File: config.mk
export PLATFORM = sky130hd
export DESIGN_NAME = time_entry
export DESIGN_NICKNAME = d
export VERILOG_FILES = /design/src/rtl/time_entry.sv
export SDC_FILE = /design/constraint.sdc
export NUM_CORES = 1
export LEC_CHECK = 0
export ABC_AREA = 1
export BUFFER_PORTS_ARGS = -buffer_cell sky130_fd_sc_hd__buf_2
export CAP_MARGIN = 15
export CELL_PAD_IN_SITES_DETAIL_PLACEMENT = 1
export CELL_PAD_IN_SITES_GLOBAL_PLACEMENT = 1
export CORE_MARGIN = 2
export CORE_UTILIZATION = 44
export CTS_BUF_LIST = sky130_fd_sc_hd__clkbuf_8 sky130_fd_sc_hd__clkbuf_16
export CTS_CLUSTER_DIAMETER = 30
export DETAILED_ROUTE_END_ITERATION = 10
export PLACE_DENSITY = 0.78
export SLEW_MARGIN = 20
export SYNTH_ARGS = -nofsm -noshare
export SYNTH_HDL_FRONTEND = slang
export SYNTH_SLANG_ARGS = --single-unit
File: constraint.sdc
create_clock -name clk -period 4.45 [get_ports clk]
set_clock_uncertainty 0.1 [all_clocks]
set_input_delay 0.89 -clock clk [delete_from_list [all_inputs] [get_ports clk]]
set_output_delay 0.89 -clock clk [all_outputs]
set_load 0.02 [all_outputs]
File: src/rtl/time_entry.sv
// Keypad digit-entry front end for the microwave timer.
// Synchronizes the digit pad and the start/stop buttons, collects up to three
// BCD digits as M:SS, loads them into the downstream digit counters with a
// one-cycle active-low strobe, then enables counting until the chain reports zero.
//
// state | meaning
// IDLE  | buffer empty, waiting for the first legal digit
// ENTRY | one to three digits held, waiting for more digits or start
// LOAD  | loadn low for this single cycle, data buses stable
// RUN   | run_en high, buffer frozen until timer_done or stop
module time_entry #(
  parameter int MAX_TENS = 5
) (
  input  logic       clk,
  input  logic       clrn,
  input  logic [9:0] key,
  input  logic       start,
  input  logic       stop_clear,
  input  logic       timer_done,
  output logic [3:0] sec_ones,
  output logic [3:0] sec_tens,
  output logic [3:0] min_ones,
  output logic       loadn,
  output logic       run_en,
  output logic [1:0] digit_cnt,
  output logic       err
);

  typedef enum logic [1:0] {IDLE, ENTRY, LOAD, RUN} state_t;

  localparam logic [3:0] MAX_T = 4'(MAX_TENS);

  state_t     state, state_nx;
  logic [9:0] key_s1, key_s2, key_s3;
  logic       start_s1, start_s2, start_s3;
  logic       stop_s1, stop_s2, stop_s3;

  logic [3:0] sec_ones_nx, sec_tens_nx, min_ones_nx;
  logic [1:0] digit_cnt_nx;
  logic       loadn_nx, run_en_nx, err_nx;

  logic       key_ev, key_legal, start_ev, stop_ev;
  logic [3:0] key_dig;

  // Two-flop synchronizers plus a history flop for press/edge detection
  always_ff @(posedge clk or negedge clrn) begin
    if (!clrn) begin
      key_s1   <= '0;
      key_s2   <= '0;
      key_s3   <= '0;
      start_s1 <= 1'b0;
      start_s2 <= 1'b0;
      start_s3 <= 1'b0;
      stop_s1  <= 1'b0;
      stop_s2  <= 1'b0;
      stop_s3  <= 1'b0;
    end else begin
      key_s1   <= key;
      key_s2   <= key_s1;
      key_s3   <= key_s2;
      start_s1 <= start;
      start_s2 <= start_s1;
      start_s3 <= start_s2;
      stop_s1  <= stop_clear;
      stop_s2  <= stop_s1;
      stop_s3  <= stop_s2;
    end
  end

  // A new press needs all keys released first, so a held key yields one event
  assign key_ev    = (key_s2 != '0) && (key_s3 == '0);
  assign key_legal = $onehot(key_s2);
  assign start_ev  = start_s2 & ~start_s3;
  assign stop_ev   = stop_s2 & ~stop_s3;

  // Encode the single pressed key line into its BCD digit
  always_comb begin
    key_dig = '0;
    for (int i = 0; i < 10; i++) begin
      if (key_s2[i]) key_dig = 4'(i);
    end
  end

  // Next state, next digit buffer and next strobe values
  always_comb begin
    state_nx     = state;
    sec_ones_nx  = sec_ones;
    sec_tens_nx  = sec_tens;
    min_ones_nx  = min_ones;
    digit_cnt_nx = digit_cnt;
    loadn_nx     = 1'b1;
    run_en_nx    = 1'b0;
    err_nx       = 1'b0;

    if (stop_ev) begin
      state_nx     = IDLE;
      sec_ones_nx  = '0;
      sec_tens_nx  = '0;
      min_ones_nx  = '0;
      digit_cnt_nx = '0;
    end else begin
      case (state)
        IDLE: begin
          if (key_ev) begin
            if (key_legal) begin
              state_nx     = ENTRY;
              min_ones_nx  = sec_tens;
              sec_tens_nx  = sec_ones;
              sec_ones_nx  = key_dig;
              digit_cnt_nx = 2'd1;
            end else begin
              err_nx = 1'b1;
            end
          end
        end
        ENTRY: begin
          // Start takes precedence over a key event in the same cycle
          if (start_ev) begin
            if (sec_tens > MAX_T) begin
              sec_tens_nx = MAX_T;
              sec_ones_nx = 4'd9;
            end
            state_nx = LOAD;
            loadn_nx = 1'b0;
          end else if (key_ev) begin
            if (!key_legal) begin
              err_nx = 1'b1;
            end else if (digit_cnt != 2'd3) begin
              min_ones_nx  = sec_tens;
              sec_tens_nx  = sec_ones;
              sec_ones_nx  = key_dig;
              digit_cnt_nx = digit_cnt + 2'd1;
            end
          end
        end
        LOAD: begin
          state_nx  = RUN;
          run_en_nx = 1'b1;
        end
        RUN: begin
          if (timer_done) begin
            state_nx     = IDLE;
            sec_ones_nx  = '0;
            sec_tens_nx  = '0;
            min_ones_nx  = '0;
            digit_cnt_nx = '0;
          end else begin
            run_en_nx = 1'b1;
          end
        end
        default: state_nx = IDLE;
      endcase
    end
  end

  // State and registered outputs; loadn comes straight from a flop
  always_ff @(posedge clk or negedge clrn) begin
    if (!clrn) begin
      state     <= IDLE;
      sec_ones  <= '0;
      sec_tens  <= '0;
      min_ones  <= '0;
      digit_cnt <= '0;
      loadn     <= 1'b1;
      run_en    <= 1'b0;
      err       <= 1'b0;
    end else begin
      state     <= state_nx;
      sec_ones  <= sec_ones_nx;
      sec_tens  <= sec_tens_nx;
      min_ones  <= min_ones_nx;
      digit_cnt <= digit_cnt_nx;
      loadn     <= loadn_nx;
      run_en    <= run_en_nx;
      err       <= err_nx;
    end
  end

endmodule

======== After elaboration in Yosys (flattened, before gate mapping) ========
Cells that the tools add are included.
cells by class
  add/subtract/negate cells ............... 10
  magnitude comparators ................... 1
  equal/unequal tests ..................... 17
  mux-type cells .......................... 59
  bitwise logic cells ..................... 4
  reduce and logical (&&, ||, !) cells .... 8
operators by type and width
  kind                                                           count
  two-way mux 4 bit                                              32
  one-hot mux 4 bit (3 select lines)                             3
  != test 3 bit, second input constant                           8
  two-way mux 2 bit                                              10
  != test 4 bit, second input constant                           4
  AND reduction 8 bit                                            2
  adder 1 x 1 -> 2 bit                                           5
  logical NOT 10 bit                                             1
  two-way mux 1 bit                                              10
  nonzero test 10 bit                                            1
  one-hot mux 2 bit (4 select lines)                             1
  adder 2 x 2 -> 3 bit                                           2
  one-hot mux 2 bit (3 select lines)                             1
  adder 3 x 3 -> 4 bit                                           1
  adder 4 x 2 -> 4 bit                                           1
  equality test 2 bit, second input constant                     2
  equality test 4 x 1 -> 1 bit, second input constant            1
  greater-than comparator 4 x 3 -> 1 bit, second input constant  1
  one-hot mux 1 bit (2 select lines)                             2
  AND reduction 4 bit                                            1
  nonzero test 4 bit                                             1
  adder 2 x 1 -> 2 bit, second input constant                    1
  bitwise AND 1 bit                                              2
  equality test 2 x 1 -> 1 bit, second input constant            1
  other kinds (4)                                                5
word-level totals
  flip-flop bits (word level) ............. 55
  input bits .............................. 15
  output and inout port bits .............. 17

======== Depth between registers and ports, before layout ========
  word-level depth ........................ 15
  depth in mapped cells ................... 19
  mapped depth without buffers ............ 19

======== Worst setup path before layout ========
Ideal clock, no wire load.
  path kind ............................... flip-flop to flip-flop
  from .................................... reg key_s2[0]
  to ...................................... reg digit_cnt[0]
  arrival time ............................ 3.431 ns
  required time ........................... 4.233 ns
  setup slack ............................. 0.802 ns
  cell stages (with the launch flop) ...... 18
  path buffers ............................ 0
  clock period less this slack ............ 3.648 ns
  path through ............................ dfrtp_1 fa_1 fa_1 inv_1 fa_1 inv_1 ha_1 inv_1 fa_1 nand2_1 nor2_1 nand2_1 a21oi_4 nand3_4 inv_4 nand2_4 nand2_1 nand2_1
between the ends
  word-level cells in the longest chain between the ends .. 7
RTL lines
  element                                     RTL line  text
  start, declared                             34        logic [9:0] key_s1, key_s2, key_s3;
  start signal, assigned                      59        key_s2 <= key_s1;
  adder 1 x 1 -> 2 bit (not written as such)  72        assign key_legal = $onehot(key_s2);
  adder 2 x 2 -> 3 bit (not written as such)  72
  adder 3 x 3 -> 4 bit (not written as such)  72
  adder 4 x 2 -> 4 bit (not written as such)  72
  equality test 4 x 1 -> 1 bit                72
  != test 3 bit (no source line)              -
  AND reduction 8 bit (no source line) *      -
  end signal, assigned                        172       digit_cnt <= digit_cnt_nx;
  end, declared                               25        output logic [1:0] digit_cnt,
Every way passes the cells marked *; elsewhere a longest branch is shown, timed or not.
A chain may end at the register's enable or synchronous reset.

======== Worst setup path in the final report ========
  from .................................... reg key_s2[0]
  to ...................................... reg digit_cnt[1]
Same word-level chain as after synthesis.

==> flow_metrics.tcl <==
set metrics [dict create \
    finalNetCount 319 \
    start_util 0.450 \
    crit_family "adder cells" \
    worst_pin_slew_ns 0.751 \
    root_buffer "clkbuf_8" \
    setup_tns_ns 0 \
    slowest_stage "fa_1" \
    grt_first_pass_wirelength_um 8170 \
    cp_max_fo 10 \
    placed_cell_area_sq_um 2680 \
    rrSetupSlack_ns 0.53 \
    synth_top_family_by_area "simple AND/OR/NAND/NOR gates" \
    grt_start_max_net_pins 37 \
    hold_viol 0 \
    cp.arrival_ns 4.02 \
    relSlewSlack 0.494 \
    path_clk_slew_ns 0.10 \
    die_w_um 78.3 \
    maxSlewViolCount 0 \
    drc 0 \
    antenna_found_initial 0 \
    synthSimpleGateAreaFrac 0.205 \
    syn-cell-area_sq_um 2430 \
    synthXorXnorAreaFrac 0 \
    cts-resized-gates 0 \
    vias 1698 \
    layout_common_cells "61 x nand2_1, 54 x dfrtp_1, 42 x inv_1, 34 x nor2_1, 31 x buf_2" \
    synth_nets 280 \
    grt_use_total 0.174 \
    pin_count 32 \
    fin_cells 362 \
    hpwlAfterDp_um 3770 \
    post-cts-setup-buffers 0 \
    finalCritPeriodShare 0.882 \
    diodes 0 \
    drt_iter0_drc 23 \
    wire_per_inst_um 12.9 \
    grt_pass1_vias 1752 \
    critPathLaunchType "register" \
    synthMuxAreaShare 0 \
    cp.required_ns 4.55 \
    ir_drop_uv 220 \
    synth_compound_area_frac 0.0628 \
    cp-end-kind "register" \
    layout_commonest_cell "nand2_1" \
    worstSkewPairLatency_ns 0.31 \
    numCtsBuffers 5 \
    clk_path_buf_depth 2 \
    max_stage_delay_ns 0.53 \
    cellLeakagePower_nw 1.49 \
    worst-path-buf-inv 4 \
    coreArea_sq_um 5410 \
    worst-setup-path-type "register to register" \
    drtPass1Iterations 4 \
    htreeDepth 2 \
    clock.fmax_ghz 0.255 \
    synth-seq-cells 55 \
    path_cells "fa_1 > fa_1 > inv_1 > fa_1 > inv_1 > ha_1 > inv_1 > fa_1 > nand2_1 > nor2_1 > nand2_1 > a21oi_4 > nand3_4 > inv_4 > nand2_4 > nand2_1 > nand2_1" \
    gp_congestion 0.828 \
    finalCriticalPeriod_ns 3.92 \
    num_rows 27 \
    syn_to_final_growth_pct 14.1 \
    dieHeight_um 78.3 \
    fin_area_sq_um 2770 \
    cts_tree "built" \
    cap_violations 0 \
    port_buffers 31 \
    cts_sinks 55 \
    avgViaCountPerCell 4.69 \
    grt_overflow 0 \
    wirelength_um 4680 \
    avgSynthCellArea_sq_um 9.72 \
    yosysSeqAreaShare 0.567 \
    setup_violations 0 \
    design.die.area_sq_um 6130 \
    dp_cells 354 \
    synth_cells 250 \
    rsz0062_at_grt "false" \
    hold_buffers 0 \
    drive_gt1_frac 0.179 \
    powerDensity_nw_per_um2 556 \
    ant_nets 0 \
    hold_class "register to register" \
    ys_warn_count 0 \
    synth.distinct_cells 24 \
    synthAdderAreaFrac 0.0958 \
    outcome "finished, final reports clean" \
]
==> stage by stage <==
step | total power, mW | util | hold WS, ns | worst slack, ns
floorplan | 1.11 | - | 0.231 | 0.802
global placement | 1.26 | 0.496 | 0.232 | 0.655
detailed placement | 1.29 | 0.496 | 0.236 | 0.531
CTS | 1.57 | 0.513 | 0.256 | 0.507
global route | 1.67 | 0.513 | 0.265 | 0.274
finish | 1.54 | 0.513 | 0.248 | 0.527
==> cells by family after synthesis <==
logic type,count (synthesis)
buf+inv,44
fa+ha+maj,15
simple gates,113
flops,55
compound gates,23
==> state kept, by name (all words and copies together) (netlist names) <==
| register | cells |
|---|---|
| key_s1 | 10 |
| key_s2 | 10 |
| key_s3 | 10 |
| min_ones | 4 |
| sec_ones | 4 |
| sec_tens | 4 |
| digit_cnt | 2 |
| state | 2 |
| err | 1 |
| loadn | 1 |
| run_en | 1 |
| start_s1 | 1 |
| start_s2 | 1 |
| start_s3 | 1 |
| stop_s1 | 1 |
| stop_s2 | 1 |
| stop_s3 | 1 |
==> layer usage <==
metal  wire [um]  global-route usage  up-vias
met5           0                   0        -
met4          63              0.0526        0
met3         142              0.0345        6
met2        2450               0.309       29
met1        2020               0.216      829
li1            -                   -      834
==> Yosys cell counts <==
library cell,count,share of area
nand2_1,61,0.094
dfrtp_1,54,0.56
inv_1,41,0.063
nor2_1,34,0.053
ha_1,9,0.046
nand3_1,9,0.019
o21bai_1,8,0.025
a21oi_1,6,0.012
fa_1,6,0.049
o21ai_0,5,0.010
inv_2,2,0.0031
nand2_4,2,0.0093
nor2_2,2,0.0051
a211oi_1,1,0.0031
a21oi_4,1,0.0067
a31oi_1,1,0.0026
dfstp_2,1,0.011
inv_4,1,0.0026
nand2_2,1,0.0026
nand3_4,1,0.0072
nand3b_1,1,0.0031
nor2_4,1,0.0046
nor2_8,1,0.0082
o211ai_1,1,0.0031
==> where the power goes <==
part	switching [mW]	internal (mW)	total, mW
registers	0.0505	0.587	0.637
clock network	0.158	0.111	0.269
logic	0.421	0.213	0.634
==> path summary, 6_finish.rpt <==
path,startpoint,to,depth (start not counted)
setup / recovery,key_s2[0],digit_cnt[1],17
setup reg to reg,key_s2[0],digit_cnt[1],17
hold reg to reg,key_s1[5],key_s2[5],0
min in group asynchronous,clrn,sec_ones[3],1
hold / removal,key_s1[5],key_s2[5],0
max in group asynchronous,clrn,key_s3[6],2
==> area by class of cell <==
cell class	count	area [sq um]
clock buffers	5	68.8
clock inverters	3	20.0
fillers	667	2630
inverters	44	168
multi-input cells	151	885
flip-flops and latches	55	1380
well taps	72	90.1
repair buffers	32	163
(Power assumes the default switching activity.)
